`src/rtl/fifo1_pkg.sv`:
```
`default_nettype none
// ============================================================================
//  Module   : fifo1_pkg
//  Brief    : Shared defaults and pointer-width helper for the fifo1 FIFO.
//  Revision : 1.0  initial release
// ============================================================================
package fifo1_pkg;

    localparam int FIFO1_DEPTH_DEFAULT = 16;
    localparam int FIFO1_WIDTH_DEFAULT = 8;

    // One extra MSB on each pointer separates the full case from the empty case.
    function automatic int fifo1_ptr_w(input int depth);
        return $clog2(depth) + 1;
    endfunction

endpackage : fifo1_pkg
`default_nettype wire

```
`src/rtl/fifo1_mem.sv`:
```
`default_nettype none
// ============================================================================
//  Module   : fifo1_mem
//  Brief    : DEPTH x WIDTH storage, one synchronous write port and one
//             synchronous read port with a resettable registered output.
//  Revision : 1.0  initial release
// ============================================================================
module fifo1_mem
    import fifo1_pkg::*;
#(
    parameter int DEPTH = FIFO1_DEPTH_DEFAULT,
    parameter int WIDTH = FIFO1_WIDTH_DEFAULT
) (
    input  logic                     clk,
    input  logic                     reset,
    input  logic                     we_i,
    input  logic [$clog2(DEPTH)-1:0] waddr_i,
    input  logic [WIDTH-1:0]         wdata_i,
    input  logic                     re_i,
    input  logic [$clog2(DEPTH)-1:0] raddr_i,
    output logic [WIDTH-1:0]         rdata_o
);

    logic [WIDTH-1:0] mem_q [DEPTH];
    logic [WIDTH-1:0] rdata_q;

    // Array has no reset so it can map onto RAM primitives.
    always_ff @(posedge clk) begin
        if (we_i) begin
            mem_q[waddr_i] <= wdata_i;
        end
    end

    always_ff @(posedge clk or negedge reset) begin
        if (!reset) begin
            rdata_q <= '0;
        end else if (re_i) begin
            rdata_q <= mem_q[raddr_i];
        end
    end

    assign rdata_o = rdata_q;

endmodule : fifo1_mem
`default_nettype wire

```
`src/rtl/fifo1.sv`:
```
`default_nettype none
// ============================================================================
//  Module   : fifo1
//  Brief    : Single-clock FIFO with registered read data and not-empty /
//             not-full status. Define FIFO1_COUNT_EN to add an occupancy port.
//  Revision : 1.0  initial release
// ============================================================================
module fifo1
    import fifo1_pkg::*;
#(
    parameter int DEPTH = FIFO1_DEPTH_DEFAULT,
    parameter int WIDTH = FIFO1_WIDTH_DEFAULT
) (
    input  logic                   clk,
    input  logic                   reset,
    input  logic                   put,
    input  logic                   get,
    input  logic [WIDTH-1:0]       data_in,
    output logic [WIDTH-1:0]       data_out,
    output logic                   empty_bar,
    output logic                   full_bar
`ifdef FIFO1_COUNT_EN
    ,
    output logic [$clog2(DEPTH):0] count
`endif
);

    localparam int PW = fifo1_ptr_w(DEPTH);
    localparam int AW = PW - 1;

    logic [PW-1:0] wptr_q, wptr_d;
    logic [PW-1:0] rptr_q, rptr_d;
    logic          w_empty;
    logic          w_full;
    logic          w_wr_en;
    logic          w_rd_en;

    // Full: same slot index but one pointer has lapped the other.
    always_comb begin
        w_empty = (wptr_q == rptr_q);
        w_full  = (wptr_q[AW-1:0] == rptr_q[AW-1:0]) && (wptr_q[AW] != rptr_q[AW]);
        w_wr_en = put & ~w_full;
        w_rd_en = get & ~w_empty;
        wptr_d  = wptr_q + {{(PW-1){1'b0}}, w_wr_en};
        rptr_d  = rptr_q + {{(PW-1){1'b0}}, w_rd_en};
    end

    always_ff @(posedge clk or negedge reset) begin
        if (!reset) begin
            wptr_q <= '0;
            rptr_q <= '0;
        end else begin
            wptr_q <= wptr_d;
            rptr_q <= rptr_d;
        end
    end

    fifo1_mem #(
        .DEPTH (DEPTH),
        .WIDTH (WIDTH)
    ) u_mem (
        .clk     (clk),
        .reset   (reset),
        .we_i    (w_wr_en),
        .waddr_i (wptr_q[AW-1:0]),
        .wdata_i (data_in),
        .re_i    (w_rd_en),
        .raddr_i (rptr_q[AW-1:0]),
        .rdata_o (data_out)
    );

    assign empty_bar = ~w_empty;
    assign full_bar  = ~w_full;

`ifdef FIFO1_COUNT_EN
    // Modulo-2*DEPTH difference yields 0..DEPTH without extra state.
    assign count = wptr_q - rptr_q;
`endif

endmodule : fifo1
`default_nettype wire

```
`config.mk`:
```
export PLATFORM = sky130hd
export DESIGN_NAME = fifo1
export DESIGN_NICKNAME = d
export VERILOG_FILES = /design/src/rtl/fifo1_pkg.sv /design/src/rtl/fifo1_mem.sv /design/src/rtl/fifo1.sv
export SDC_FILE = /design/constraint.sdc
export NUM_CORES = 1
export LEC_CHECK = 0
export BUFFER_PORTS_ARGS = -buffer_cell sky130_fd_sc_hd__buf_4
export CAP_MARGIN = 20
export CORE_ASPECT_RATIO = 2
export CORE_UTILIZATION = 60
export CTS_BUF_LIST = sky130_fd_sc_hd__clkbuf_4
export CTS_CLUSTER_SIZE = 30
export DETAILED_ROUTE_END_ITERATION = 7
export PLACE_DENSITY = 0.78
export REMOVE_ABC_BUFFERS = 1
export SYNTH_ARGS = -nofsm -noshare
export SYNTH_HDL_FRONTEND = slang
export SYNTH_HIERARCHICAL = 1
export SYNTH_SLANG_ARGS = --single-unit
export TNS_END_PERCENT = 10
```
`constraint.sdc`:
```
create_clock -name clk -period 6.9 [get_ports clk]
set_input_delay 0.345 -clock clk [delete_from_list [all_inputs] [get_ports clk]]
set_output_delay 0.345 -clock clk [all_outputs]
set_load 0.01 [all_outputs]
```
After elaboration in Yosys (flattened, before gate mapping)
Memory sizes are Yosys's and may differ from the RTL's. A register that Yosys moved wholly into a read port is not among the register bits. Cells that the tools add are included.

Flip-flop bits (word level): 10. RAM bits: 128. Input port bits: 12. Output and inout port bits: 10. Memories kept: 1.

Memories: u_mem.mem_q (depth 16, width 8, rd ports 1, clocked after memory_dff 1, write ports 1, line fifo1_mem.sv:24) `logic [WIDTH-1:0] mem_q [DEPTH];`.

Add/subtract/negate cells: 2. Equal/unequal tests: 3. Muxes and demuxes: 2. Bitwise operators: 4. Reduce and logical (&&, ||, !) cells: 2.

Operators by type and width (number): 5-bit by 1-bit adder with 5-bit output (2); 5-bit equality test (1); 4-bit equality test (1); 1-bit bitwise AND (2); 1-bit 2-to-1 mux (2); 1-bit NOT (2); 1-bit logical AND (1); 1-bit logical NOT (1); 1-bit != test (1).

Depth between registers and ports, before layout
Word-level depth: 6. Gate-level depth with buffers: 7. Depth with buffers taken out: 7.

By module
Netlist, hierarchy kept.

By module, submodules not included: fifo1_mem (times used 1, cells each 240, area an instance 5331.4 um^2); fifo1 (times used 1, cells each 35, area an instance 469.2 um^2).

Worst setup path after synthesis
OpenSTA, ideal clock, no wires.

Kind: reg-to-reg. From: register wptr_q[1]. To: memory u_mem/mem_q[0][0] (netlist bit) (enable). Arrival time: 2.189 ns. Setup slack: 4.328 ns. Cell stages (with the launch flop): 6. Path buffers: 0. Clock period less this slack: 2.572 ns. Cells stage by stage: dfrtp_1 xor2_1 nor4_4 a21boi_1 or3b_2 nor3_1.

Cells in the longest elaborated chain, start to end: 6.

RTL lines: start, declared (line fifo1.sv:31) `logic [PW-1:0] wptr_q, wptr_d;`; start signal, assigned (line fifo1.sv:53) `wptr_q <= wptr_d;`; 4-bit equality test (line fifo1.sv:41) `w_full = (wptr_q[AW-1:0] == rptr_q[AW-1:0]) && (wptr_q[AW] != rptr_q[AW]);`; 1-bit logical AND (line fifo1.sv:41); 1-bit NOT (line fifo1.sv:42) `w_wr_en = put & ~w_full;`; 1-bit bitwise AND (line fifo1.sv:42); named net w_wr_en (line fifo1.sv:35) `logic w_wr_en;`; 1-bit 2-to-1 mux (line fifo1_mem.sv:29) `if (we_i) begin`; 1-bit 2-to-1 mux (implied by the code) (line fifo1_mem.sv:30) `mem_q[waddr_i] <= wdata_i;`; end, declared (line fifo1_mem.sv:24).

The timed path passes the listed nets, and every way through them passes these cells.

Worst setup path in the final report
From: register rptr_q[3]. To: memory u_mem/mem_q[0][7] (netlist bit) (enable).

Cells in the longest elaborated chain, start to end: 6.

RTL lines: start, declared (line fifo1.sv:32) `logic [PW-1:0] rptr_q, rptr_d;`; start signal, assigned (line fifo1.sv:54) `rptr_q <= rptr_d;`; 4-bit equality test (line fifo1.sv:41); 1-bit logical AND (line fifo1.sv:41); 1-bit NOT (line fifo1.sv:42); 1-bit bitwise AND (line fifo1.sv:42); named net w_wr_en (line fifo1.sv:35); 1-bit 2-to-1 mux (line fifo1_mem.sv:29); 1-bit 2-to-1 mux (implied by the code) (line fifo1_mem.sv:30).

The timed path passes the listed nets, and every way through them passes these cells.

==> impl_metrics.ini <==
[logic_synthesis]
synth-edff-count = 128
synthTopCellsByCount = edfxtp_1 (128), mux4_2 (26), nor2_1 (20), dfrtp_1 (18)
syn_area_um2 = 5800
seq_area_frac_synth_pct = 74.0
synth.top_cells.by_area = edfxtp_1 (66%), mux4_2 (10%), dfrtp_1 (7.8%)
synthArstFlopShare_pct = 12.3
netlist.area_leader.share_pct = 66.3
synth.distinct_cells = 27
syn_inst = 275
synth_ff_type = edfxtp_1
ys_warn_count = 6
yosys.area.top_type = edfxtp_1
synth_area_per_cell_um2 = 21.1
synth.most_common_cell = edfxtp_1
synth-seq-cells = 146

[final_layout]
finalInstanceArea_um2 = 6350
nNetsFinal = 325
drive_gt1_share_pct = 30.4
final_cells = 427
area_growth_pct = 9.43

[die]
start_util_pct = 61.8
rows = 50
die-area_um2 = 10100
core_region_area_um2 = 9380
dieWidth_um = 71.5
fp.dieH_um = 141
boundaryPins = 22

[global_routing]
gr-total-overflow = 0
grt_pass1_vias = 2901
grt_pass1_wl_mm = 16.9
grt_max_degree = 36
track_usage_pct = 24.7
antenna_found_initial = 1

[sta]
setup_slack_ns = 3.71
hold_viol_final = 0
finalClockSkew_ns = 0.0181
tightest_slew_ns = 0.966
min_period_ns = 3.19
timing.fmax_ghz = 0.313
slew_viol_final = 0
slew_headroom_pct = 35.4
fin_crit_sh_pct = 46.3
grt_setup_unrepaired = no
finalSetupViolCount = 0
setup_tns_ns = 0

[clock_network]
cts_tree = yes
h-tree-depth = 4
worstSkewPairLatency_ns = 0.52
cts.root.buffer_cell = clkbuf_4
cts_sinks = 146
clock_path_buffers = 2
path_clk_slew_ns = 0.12
numCtsBuffers = 17

[pwr]
p_leak_uw = 0.00214
power.total_uw = 2550
power_density_nw_per_um2 = 401
vdd_drop_max_mv = 0.177

[placement]
dp.cells = 391
preCtsSetupSlack_ns = 3.46
placement.io_buffers = 21
placed_cell_area_um2 = 6000
hpwl_mm = 6.98
gp_congestion = 0.800

[critical_path]
cp_max_fo = 21
critPathRequiredTime_ns = 7.12
critPathKind = reg -> reg
critical_path.endpoint_type = flip-flop
cp_data_arrival_time_ns = 3.42
critPathLaunchType = flip-flop

[routing]
wl_per_cell_um = 25.6
postRouteAntennaNets = 0
viasPerCell = 6.46
remaining_drc_errors = 0
wl_mm = 10.9
dr.pass1.iters = 4
vias = 2758
drt_iter0_drc = 201

[run]
drv_cap = 0

[status]
status = complete, no violations

[hold_path]
timing.hold.worst.class = in -> reg
## per-stage QoR
stage               util (%)  hold WS, ns
global route            67.6       0.0654
global placement        63.9        0.240
CTS                     67.4       0.0705
floorplan                  -       0.0494
finish                  67.6        0.124
detailed placement      63.9        0.242
## metal layers
| layer | vias to the layer above | share of wire [%] | global-route usage (%) |
|---|---|---|---|
| met5 | - | 0 | 0 |
| met4 | 0 | 2.1 | 11.1 |
| met3 | 10 | 5.1 | 6.93 |
| met1 | 1443 | 36 | 28.2 |
| li1 | 1208 | - | - |
| met2 | 97 | 57 | 42.6 |
## final cells by class
class                           count  area, um2
Sequential cell                   146       4300
Fill cell                         628       3040
Clock inverter                     11        158
Clock buffer                       21        158
Tap cell                          104        130
Multi-Input combinational cell    115       1380
Antenna cell                        1       2.50
Timing Repair Buffer               29        223
## state kept, by name, indices dropped and copies added, names as in the netlist
| signal | count |
|---|---|
| wptr_q | 5 |
| rptr_q | 5 |
| u_mem/mem_q | 128 |
| u_mem/rdata_o | 8 |
## report_power, final
part | switching (uW) | internal, uW
clock | 281 | 302
combinational | 408 | 361
sequential | 98.9 | 1090
## layout by cell type (no fill, tap or decap)
cell type / instances
nand2b_1: 3
mux2i_1: 8
nor3_1: 4
inv_4: 4
clkinv_1: 2
a21boi_1: 1
o22ai_2: 1
a221oi_2: 8
and2_1: 1
mux4_2: 26
edfxtp_1: 128
or3b_2: 1
xor2_1: 7
nor4_4: 1
dfrtp_1: 17
a21boi_2: 1
dfrtp_2: 1
o22ai_1: 7
buf_2: 1
mux4_1: 6
clkbuf_2: 1
dlygate4sd3_1: 1
ha_1: 4
clkbuf_4: 21
bufinv_16: 4
nor2_1: 20
clkinv_2: 1
nand2_1: 3
nand3_1: 5
xnor2_1: 5
buf_8: 1
or2_2: 1
diode_2: 1
nand3b_1: 2
buf_4: 25
## final timing paths
check                               endpoint       start  depth (start not counted)  slack (ns)
setup / recovery           u_mem/mem_q[0][7]   rptr_q[3]                          6        3.71
hold / removal             u_mem/mem_q[4][5]  data_in[5]                          1        0.12
setup reg to reg           u_mem/mem_q[0][7]   rptr_q[3]                          6        3.71
hold reg to reg                    rptr_q[4]   rptr_q[4]                          1        0.56
max in group asynchronous          rptr_q[2]       reset                          2        6.43
min in group asynchronous   u_mem/rdata_o[0]       reset                          2        0.24
## cell families after synthesis
group | after synthesis | synth area share (%)
adder cells (fa/ha/maj) | 4 | 0.863
AND/OR/NAND/NOR | 41 | 3.58
flip-flops | 146 | 74.0
AO/OA/AOI/OAI | 18 | 3.30
multiplexers | 40 | 14.2
XOR/XNOR | 12 | 1.81
buffers and inverters | 14 | 2.22
## critical path, stage by stage (launching register included)
cell      delay [ns]
dfrtp_1         0.92
xor2_1          0.29
nor4_4          0.08
a21boi_1        0.34
or3b_2          0.54
nor3_1          0.44
clkbuf_2        0.29
## repair_timing
action	in CTS	in global routing
endpoints found under the hold margin	18	0
hold buffers	1	0
resized for setup	0	0
setup buffers	0	0
Note: power is estimated with default switching activity, not from simulation.
